$ cat src/rtl/mau_pkg.sv
// Shared definitions for the data-memory dump engine: FSM encoding, memory
// geometry and the word-index wrap helper.
package mau_pkg;

  typedef enum logic [2:0] {
    ST_IDLE = 3'd0,
    ST_REQ  = 3'd1,
    ST_WAIT = 3'd2,
    ST_SEND = 3'd3,
    ST_NEXT = 3'd4,
    ST_CSUM = 3'd5
  } mau_state_e;

  localparam int MEM_WORDS = 4096;
  localparam int IDX_W     = 12;

  // Word index advance that wraps at the top of data memory.
  function automatic logic [IDX_W-1:0] idx_wrap_inc(input logic [IDX_W-1:0] idx,
                                                    input int words);
    if (int'(idx) >= words - 1) return '0;
    return idx + IDX_W'(1);
  endfunction

endpackage

$ cat src/rtl/mau_byte_serializer.sv
// Loads a 32-bit word and hands it out little-endian, one byte per
// valid/ready handshake; flags the handshake that moves the 4th byte.
module mau_byte_serializer (
  input  logic        clk,
  input  logic        rst_n,
  input  logic        load_i,
  input  logic [31:0] data_i,
  input  logic        send_i,
  input  logic        ready_i,
  output logic [7:0]  data_o,
  output logic        valid_o,
  output logic        last_o
);

  logic [31:0] shift_q;
  logic [1:0]  cnt_q;
  logic        fire;

  assign fire = send_i & ready_i;

  always_ff @(posedge clk or negedge rst_n) begin
    if (!rst_n) begin
      cnt_q <= '0;
    end else if (load_i) begin
      cnt_q <= '0;
    end else if (fire) begin
      cnt_q <= cnt_q + 2'd1;
    end
  end

  // Data path carries no reset; the output mux keeps tx_data at 0 whenever idle.
  always_ff @(posedge clk) begin
    if (load_i) begin
      shift_q <= data_i;
    end else if (fire) begin
      shift_q <= {8'h00, shift_q[31:8]};
    end
  end

  assign valid_o = send_i;
  assign data_o  = send_i ? shift_q[7:0] : 8'h00;
  assign last_o  = fire & (cnt_q == 2'd3);

endmodule

$ cat src/rtl/mau_mem_dump.sv
// Data-memory readback engine: streams a word range as little-endian bytes
// while the CPU is held off. Optional trailing XOR checksum: MAU_MEM_DUMP_CHECKSUM_EN.
module mau_mem_dump #(
  parameter int MEM_WORDS = mau_pkg::MEM_WORDS,
  parameter int CNT_W     = 13
) (
  input  logic             clk,
  input  logic             reset_n,
  input  logic             alive,
  input  logic             start,
  input  logic [31:0]      start_addr,
  input  logic [CNT_W-1:0] word_count,
  output logic             mem_clk_en,
  output logic [31:0]      mem_address,
  output logic             mem_wren,
  output logic [31:0]      mem_data_write,
  input  logic [31:0]      mem_data_read,
  output logic [7:0]       tx_data,
  output logic             tx_valid,
  input  logic             tx_ready,
  output logic             busy,
  output logic             done,
  output logic             abort
);

  import mau_pkg::*;

  mau_state_e       state_q, state_d;
  logic [IDX_W-1:0] index_q, index_d;
  logic [CNT_W-1:0] remaining_q, remaining_d;
  logic             done_q, done_d;
  logic             abort_q, abort_d;

  logic             ser_load;
  logic [31:0]      ser_data;
  logic             ser_send;
  logic             ser_last;

  logic             unused_addr_bits;
  assign unused_addr_bits = ^{start_addr[31:IDX_W+2], start_addr[1:0]};

`ifdef MAU_MEM_DUMP_CHECKSUM_EN
  logic [31:0] csum_q, csum_d;

  always_ff @(posedge clk) begin
    csum_q <= csum_d;
  end
`endif

  always_ff @(posedge clk or negedge reset_n) begin
    if (!reset_n) begin
      state_q     <= ST_IDLE;
      index_q     <= '0;
      remaining_q <= '0;
      done_q      <= 1'b0;
      abort_q     <= 1'b0;
    end else begin
      state_q     <= state_d;
      index_q     <= index_d;
      remaining_q <= remaining_d;
      done_q      <= done_d;
      abort_q     <= abort_d;
    end
  end

  always_comb begin
    state_d     = state_q;
    index_d     = index_q;
    remaining_d = remaining_q;
    done_d      = 1'b0;
    abort_d     = 1'b0;
    ser_load    = 1'b0;
    ser_data    = mem_data_read;
`ifdef MAU_MEM_DUMP_CHECKSUM_EN
    csum_d      = csum_q;
`endif
    // CPU reclaiming memory wins over everything, including completion.
    if (state_q != ST_IDLE && alive) begin
      state_d = ST_IDLE;
      abort_d = 1'b1;
    end else begin
      case (state_q)
        ST_IDLE: begin
          if (start && !alive) begin
            index_d     = start_addr[IDX_W+1:2];
            remaining_d = word_count;
`ifdef MAU_MEM_DUMP_CHECKSUM_EN
            csum_d      = '0;
            if (word_count == '0) begin
              ser_load = 1'b1;
              ser_data = '0;
              state_d  = ST_CSUM;
            end else begin
              state_d = ST_REQ;
            end
`else
            if (word_count == '0) begin
              done_d = 1'b1;
            end else begin
              state_d = ST_REQ;
            end
`endif
          end
        end
        ST_REQ: begin
          state_d = ST_WAIT;
        end
        ST_WAIT: begin
          ser_load = 1'b1;
`ifdef MAU_MEM_DUMP_CHECKSUM_EN
          csum_d   = csum_q ^ mem_data_read;
`endif
          state_d  = ST_SEND;
        end
        ST_SEND: begin
          if (ser_last) state_d = ST_NEXT;
        end
        ST_NEXT: begin
          remaining_d = remaining_q - CNT_W'(1);
          index_d     = idx_wrap_inc(index_q, MEM_WORDS);
          if (remaining_q == CNT_W'(1)) begin
`ifdef MAU_MEM_DUMP_CHECKSUM_EN
            ser_load = 1'b1;
            ser_data = csum_q;
            state_d  = ST_CSUM;
`else
            done_d  = 1'b1;
            state_d = ST_IDLE;
`endif
          end else begin
            state_d = ST_REQ;
          end
        end
`ifdef MAU_MEM_DUMP_CHECKSUM_EN
        ST_CSUM: begin
          if (ser_last) begin
            done_d  = 1'b1;
            state_d = ST_IDLE;
          end
        end
`endif
        default: begin
          state_d = ST_IDLE;
        end
      endcase
    end
  end

`ifdef MAU_MEM_DUMP_CHECKSUM_EN
  assign ser_send = (state_q == ST_SEND) || (state_q == ST_CSUM);
`else
  assign ser_send = (state_q == ST_SEND);
`endif

  mau_byte_serializer u_ser (
    .clk     (clk),
    .rst_n   (reset_n),
    .load_i  (ser_load),
    .data_i  (ser_data),
    .send_i  (ser_send),
    .ready_i (tx_ready),
    .data_o  (tx_data),
    .valid_o (tx_valid),
    .last_o  (ser_last)
  );

  assign mem_clk_en     = (state_q == ST_REQ);
  assign mem_address    = {{(30 - IDX_W){1'b0}}, index_q, 2'b00};
  assign mem_wren       = 1'b0;
  assign mem_data_write = '0;
  assign busy           = (state_q != ST_IDLE);
  assign done           = done_q;
  assign abort          = abort_q;

endmodule

$ cat config.mk
export PLATFORM = sky130hd
export DESIGN_NAME = mau_mem_dump
export DESIGN_NICKNAME = d
export VERILOG_FILES = /design/src/rtl/mau_pkg.sv /design/src/rtl/mau_byte_serializer.sv /design/src/rtl/mau_mem_dump.sv
export SDC_FILE = /design/constraint.sdc
export NUM_CORES = 1
export LEC_CHECK = 0
export ABC_AREA = 1
export BUFFER_PORTS_ARGS = -buffer_cell sky130_fd_sc_hd__buf_2
export CAP_MARGIN = 20
export CORE_ASPECT_RATIO = 1.4
export CORE_UTILIZATION = 25
export DETAILED_ROUTE_END_ITERATION = 10
export RECOVER_POWER = 100
export SLEW_MARGIN = 0
export SYNTH_ARGS = -nofsm -noshare
export SYNTH_HDL_FRONTEND = slang
export SYNTH_SLANG_ARGS = --single-unit
$ cat constraint.sdc
create_clock -name clk -period 2.3 [get_ports clk]
set_input_delay 0.69 -clock clk [delete_from_list [all_inputs] [get_ports clk]]
set_output_delay 0.69 -clock clk [all_outputs]
set_load 0.01 [all_outputs]
# == Word level (Yosys, flattened, before mapping) ==
# Cells that the tools add are included.
# totals
inputBits,82
elab_cells,62
ff_bits,64
# classes
n_reduce_logical,10
bitwise,3
order_cmp,1
addsub,3
eq_ne,10
muxes,28
# op_table
op,n
32-bit two-way mux,2
12-bit two-way mux,3
13-bit case mux with 2 select lines,1
12-bit case mux with 2 select lines,1
3-bit case mux with 5 select lines,1
13-bit by 1-bit == test with 1-bit output (second input constant),1
13-bit logical NOT,1
13-bit two-way mux,1
13-bit by 1-bit subtractor with 13-bit output (second input constant),1
12-bit by 1-bit adder with 12-bit output (second input constant),1
12-bit greater-or-equal comparator (second input constant),1
3-bit two-way mux,4
1-bit two-way mux,11
3-bit != test (second input constant),3
8-bit two-way mux,1
3-bit by 2-bit == test with 1-bit output (second input constant),2
3-bit AND reduction,2
2-bit two-way mux,2
2-bit nonzero test,2
3-bit by 1-bit == test with 1-bit output (second input constant),1
3-bit == test (second input constant),1
3-bit logical NOT,1
3-bit nonzero test,1
2-bit by 1-bit adder with 2-bit output (second input constant),1
other kinds (7),9

# == Depth between registers and ports, before layout ==
# depth
depth_word,6
depth_mapped,10
depth_no_buf,10

# == Modules after synthesis ==
# A second synthesis with hierarchy kept.
# hier_totals
hier_cells,545
hier_area_um2,4145.2
# by_module_without_submodules
mod,area_per_inst_um2,cells_per_inst,seq_area_each_um2,instances
mau_mem_dump,2566.2,384,750.7,1
mau_byte_serializer,1579.0,161,1011.0,1

# == Worst setup path before layout ==
# OpenSTA, ideal clock, no wires.
# synth_path
kind,input-to-reg
start,input port alive
end,"register u_ser.shift_q[0], enable pin"
setup_time_ps,390
arrival_ps,1809
path_buffers,1
setup_slack_ps,101
path_stages,4
path_cell_list,nor2_4 > nand3_4 > buf_2 > nand2_1
# synth_between
elab_chain_cells,3
# synth_lines
element,line_no,rtl
"start, declared",mau_mem_dump.sv:9,"input logic alive,"
1-bit logical AND,mau_mem_dump.sv:78,if (state_q != ST_IDLE && alive) begin
1-bit two-way mux,mau_mem_dump.sv:78,
2-bit nonzero test (no source line),--,
"end signal, assigned",mau_byte_serializer.sv:34,shift_q <= data_i;
"end signal, assigned",mau_byte_serializer.sv:36,"shift_q <= {8'h00, shift_q[31:8]};"
"end, declared",mau_byte_serializer.sv:15,logic [31:0] shift_q;
# Every way passes these cells.
# A chain may end at the register's enable or synchronous reset.

# == Worst setup path in the final report ==
# layout_path
start,register state_q[0]
end,output port tx_data[7]
# layout_between
elab_chain_cells,2
# layout_lines
element,line_no,rtl
"start, declared",mau_mem_dump.sv:28,"mau_state_e state_q, state_d;"
"start signal, assigned",mau_mem_dump.sv:58,state_q <= state_d;
3-bit by 2-bit == test with 1-bit output,mau_mem_dump.sv:152,assign ser_send = (state_q == ST_SEND);
8-bit two-way mux,mau_byte_serializer.sv:41,assign data_o = send_i ? shift_q[7:0] : 8'h00;
"end, declared",mau_mem_dump.sv:18,"output logic [7:0] tx_data,"
# Every way passes these cells.

==> insert_results.sql <==
INSERT INTO impl_metrics (metric_group, metric, value, unit) VALUES
('status', 'status', 'finished, violations left', ''),
('status', 'failed_checks', 'max-capacitance violations, max-slew violations', ''),
('logic_synthesis', 'synth_flop_cell', 'sky130_fd_sc_hd__edfxtp_1', ''),
('critical_path', 'setup.worst_path.class', 'flop to output pin', ''),
('routing', 'first_iter_violations', '174', ''),
('finish', 'final_net_count', '660', ''),
('routing', 'detail_route.wirelength', '8920', 'µm'),
('power', 'total_power_of_the_final_layout', '5.21', 'mW'),
('logic_synthesis', 'cell_count_after_synthesis', '474', ''),
('finish', 'num_antenna_cells', '0', ''),
('sta', 'timing.max_slew.rel_slack', '-4.03', '%'),
('logic_synthesis', 'synth-async-reset-ratio', '50.0', '%'),
('critical_path', 'required_time_of_the_critical_path', '1610', 'ps'),
('die', 'initial_utilization', '25.7', '%'),
('routing', 'detailroute.via_count', '3237', ''),
('cts', 'clockBufferDepth', '2', ''),
('die', 'std_cell_rows', '54', ''),
('routing', 'residual_drc_count', '0', ''),
('die', 'floorplan.io_pins', '160', ''),
('logic_synthesis', 'sequential_to_total_area_share_from_yosys_stat', '43.9', '%'),
('routing', 'vias_per_cell', '4.18', ''),
('cts', 'clock_sinks', '64', ''),
('cts', 'worst_setup_hold_path_clk_slew', '60', 'ps'),
('sta', 'timing.clock.skew', '4.65', 'ps'),
('place', 'postPlaceCellArea', '4490', 'µm²'),
('place', 'detailedPlacementHpwl', '6330', 'µm'),
('die', 'design.die.area', '16600', 'µm²'),
('logic_synthesis', 'synth_simple_gate_area_share', '22.4', '%'),
('place', 'io_buffer_count', '86', ''),
('critical_path', 'crit_path_end_kind', 'output pin', ''),
('logic_synthesis', 'synth_xor_xnor_area_share', '0.874', '%'),
('logic_synthesis', 'synthesis.area', '4010', 'µm²'),
('global_routing', 'grt_pass1_vias', '2956', ''),
('power', 'share_clk_of_total_power', '24.8', '%'),
('logic_synthesis', 'synth_compound_gate_area_share', '7.08', '%'),
('sta', 'post-route-min-period', '2220', 'ps'),
('die', 'floorplan.core_area', '15600', 'µm²'),
('cts', 'cts_max_level', '3', ''),
('finish', 'final_core_util', '31.0', '%'),
('cts', 'cts.hold.buffers_added', '0', ''),
('sta', 'max_slew.worst_pin.slew', '1560', 'ps'),
('critical_path', 'timing.critical_path.fanout_max', '8', ''),
('global_routing', 'track_usage', '11.1', '%'),
('power', 'seq_power_share', '37.9', '%'),
('sta', 'timing_hold_violations_final', '0', ''),
('logic_synthesis', 'synth.avg_cell_area', '8.46', 'µm²'),
('logic_synthesis', 'synth.mux.area_fraction', '6.99', '%'),
('power', 'p_leak', '2.36', 'nW'),
('cts', 'numCtsBuffers', '9', ''),
('finish', 'fraction_of_final_layout_cells_with_drive_strength_greater_than_1', '25.7', '%'),
('sta', 'rsz0062_at_grt', 'yes', ''),
('power', 'p_sw', '2.02', 'mW'),
('cts', 'worstSkewPairLatency', '330', 'ps'),
('hold_path', 'hold_wc_path_type', 'flop to flop', ''),
('sta', 'final.hold.worst_slack', '489', 'ps'),
('routing', 'wire_length_per_cell_after_detailed_routing', '11.5', 'µm'),
('logic_synthesis', 'synth_top_family_by_area', 'simple AND/OR/NAND/NOR gates', ''),
('sta', 'setup_viol', '0', ''),
('critical_path', 'worst_setup_path_start_kind', 'flop', ''),
('cts', 'tritoncts', 'built', ''),
('place', 'globalplace.congestion', '0.833', ''),
('run', 'maxCapViolations', '1', ''),
('sta', 'timing_max_transition_violations_final', '33', ''),
('die', 'die_h', '152', 'µm'),
('finish', 'syn2layout_area_growth', '20.8', '%'),
('power', 'peakVddDrop', '0.425', 'mV'),
('logic_synthesis', 'ys_ff_latch', '64', ''),
('finish', 'multi_input_comb_area', '1760', 'µm²'),
('global_routing', 'antenna_found_initial', '0', ''),
('place', 'place_worst_setup_slack', '350', 'ps'),
('die', 'die_w', '109', 'µm');
-- synth_stat cells, types with 3 or more instances --
library cell	instances	area (µm²)
sky130_fd_sc_hd__buf_4	53	398
sky130_fd_sc_hd__a21oi_1	15	75.1
sky130_fd_sc_hd__buf_6	5	56.3
sky130_fd_sc_hd__o21ai_0	17	85.1
sky130_fd_sc_hd__ha_1	4	50.1
sky130_fd_sc_hd__mux2_1	10	113
sky130_fd_sc_hd__nor3_1	3	15.0
sky130_fd_sc_hd__nor2_4	3	33.8
sky130_fd_sc_hd__nand3_1	32	160
sky130_fd_sc_hd__buf_2	5	25.0
sky130_fd_sc_hd__a22oi_1	4	30.0
sky130_fd_sc_hd__edfxtp_1	32	961
sky130_fd_sc_hd__nand2_1	102	383
sky130_fd_sc_hd__nand4_1	4	25.0
sky130_fd_sc_hd__nor2_1	55	206
sky130_fd_sc_hd__a21boi_1	3	22.5
sky130_fd_sc_hd__xor2_1	3	26.3
sky130_fd_sc_hd__dfrtp_1	32	801
sky130_fd_sc_hd__mux2_2	14	158
sky130_fd_sc_hd__inv_1	54	203
-- final timing paths --
check | end | cells after the start | from
setup / recovery | tx_data[7] | 5 | state_q[0]
hold / removal | u_ser.cnt_q[0] | 1 | u_ser.cnt_q[0]
setup reg to reg | u_ser.shift_q[28] | 7 | state_q[0]
hold reg to reg | u_ser.cnt_q[0] | 1 | u_ser.cnt_q[0]
max in group asynchronous | state_q[1] | 2 | reset_n
min in group asynchronous | index_q[9] | 2 | reset_n
-- logic make-up after synthesis --
family | after synthesis
xor+xnor | 4
fa+ha+maj | 4
buf+inv | 121
mux | 25
compound gates | 48
flops | 64
other cells | 1
simple gates | 207
-- repair_timing --
item	in CTS	in global routing
gates resized for setup	0	8
setup buffers	0	8
endpoints found under the setup margin	0	8
-- power by group through the flow --
stage               registers, mW  logic [mW]  clock network [mW]
finish                       1.97        1.94                1.29
global route                 2.03        2.23                1.37
CTS                          1.98        1.88                1.33
detailed placement           1.99        1.87                   0
global placement             1.99        1.85                   0
floorplan                    1.97        1.39                   0
-- registers in the layout, indices dropped and copies added (netlist names) --
name / cells
abort: 1
done: 1
index_q: 12
remaining_q: 13
state_q: 3
u_ser.cnt_q: 2
u_ser.shift_q: 32
-- cells in the final DEF (no fill, tap or decap), types with 4 or more instances in the layout --
master	synthesis	final
sky130_fd_sc_hd__nand2_1	102	101
sky130_fd_sc_hd__a21oi_1	15	15
sky130_fd_sc_hd__buf_4	53	12
sky130_fd_sc_hd__dfrtp_1	32	30
sky130_fd_sc_hd__buf_2	5	86
sky130_fd_sc_hd__conb_1	1	53
sky130_fd_sc_hd__ha_1	4	4
sky130_fd_sc_hd__nor2_1	55	51
sky130_fd_sc_hd__mux2_1	10	10
sky130_fd_sc_hd__a22oi_1	4	4
sky130_fd_sc_hd__clkbuf_16	0	9
sky130_fd_sc_hd__nand3_1	32	32
sky130_fd_sc_hd__nor2_2	0	4
sky130_fd_sc_hd__o21ai_0	17	17
sky130_fd_sc_hd__nand4_1	4	4
sky130_fd_sc_hd__clkinvlp_4	0	4
sky130_fd_sc_hd__edfxtp_1	32	32
sky130_fd_sc_hd__mux2_2	14	14
sky130_fd_sc_hd__inv_1	54	53
-- layer usage --
metal / wire [µm] / track usage (%) / vias up / part of all wire, %
li1: - / - / 1628 / -
met1: 3810 / 13.7 / 1455 / 43
met2: 4180 / 17.6 / 140 / 47
met3: 764 / 3.52 / 14 / 8.6
met4: 167 / 4.70 / 0 / 1.9
met5: 0 / 0 / - / 0
-- per-stage QoR --
stage	TNS (ps)	instances
4_1_cts	0	767
6_report	0	775
3_3_place_gp	0	751
3_5_place_dp	0	751
2_1_floorplan	0	526
5_1_grt	-595	775
-- critical path: stages, from the launching register on --
cell                         delay [ps]
sky130_fd_sc_hd__dfrtp_1            420
sky130_fd_sc_hd__nand2_2            100
sky130_fd_sc_hd__nor2_4             190
sky130_fd_sc_hd__clkinvlp_4         220
sky130_fd_sc_hd__nor2_1             140
sky130_fd_sc_hd__buf_2              130
-- area by class of cell --
class	instances	share of cell area [%]
clock buffers	9	4.65
repair buffers	101	11.8
clock inverters	7	1.19
flip-flops and latches	64	36.4
multi-input cells	341	36.3
well taps	196	5.07
inverters	57	4.50
(Power assumes the default switching activity.)
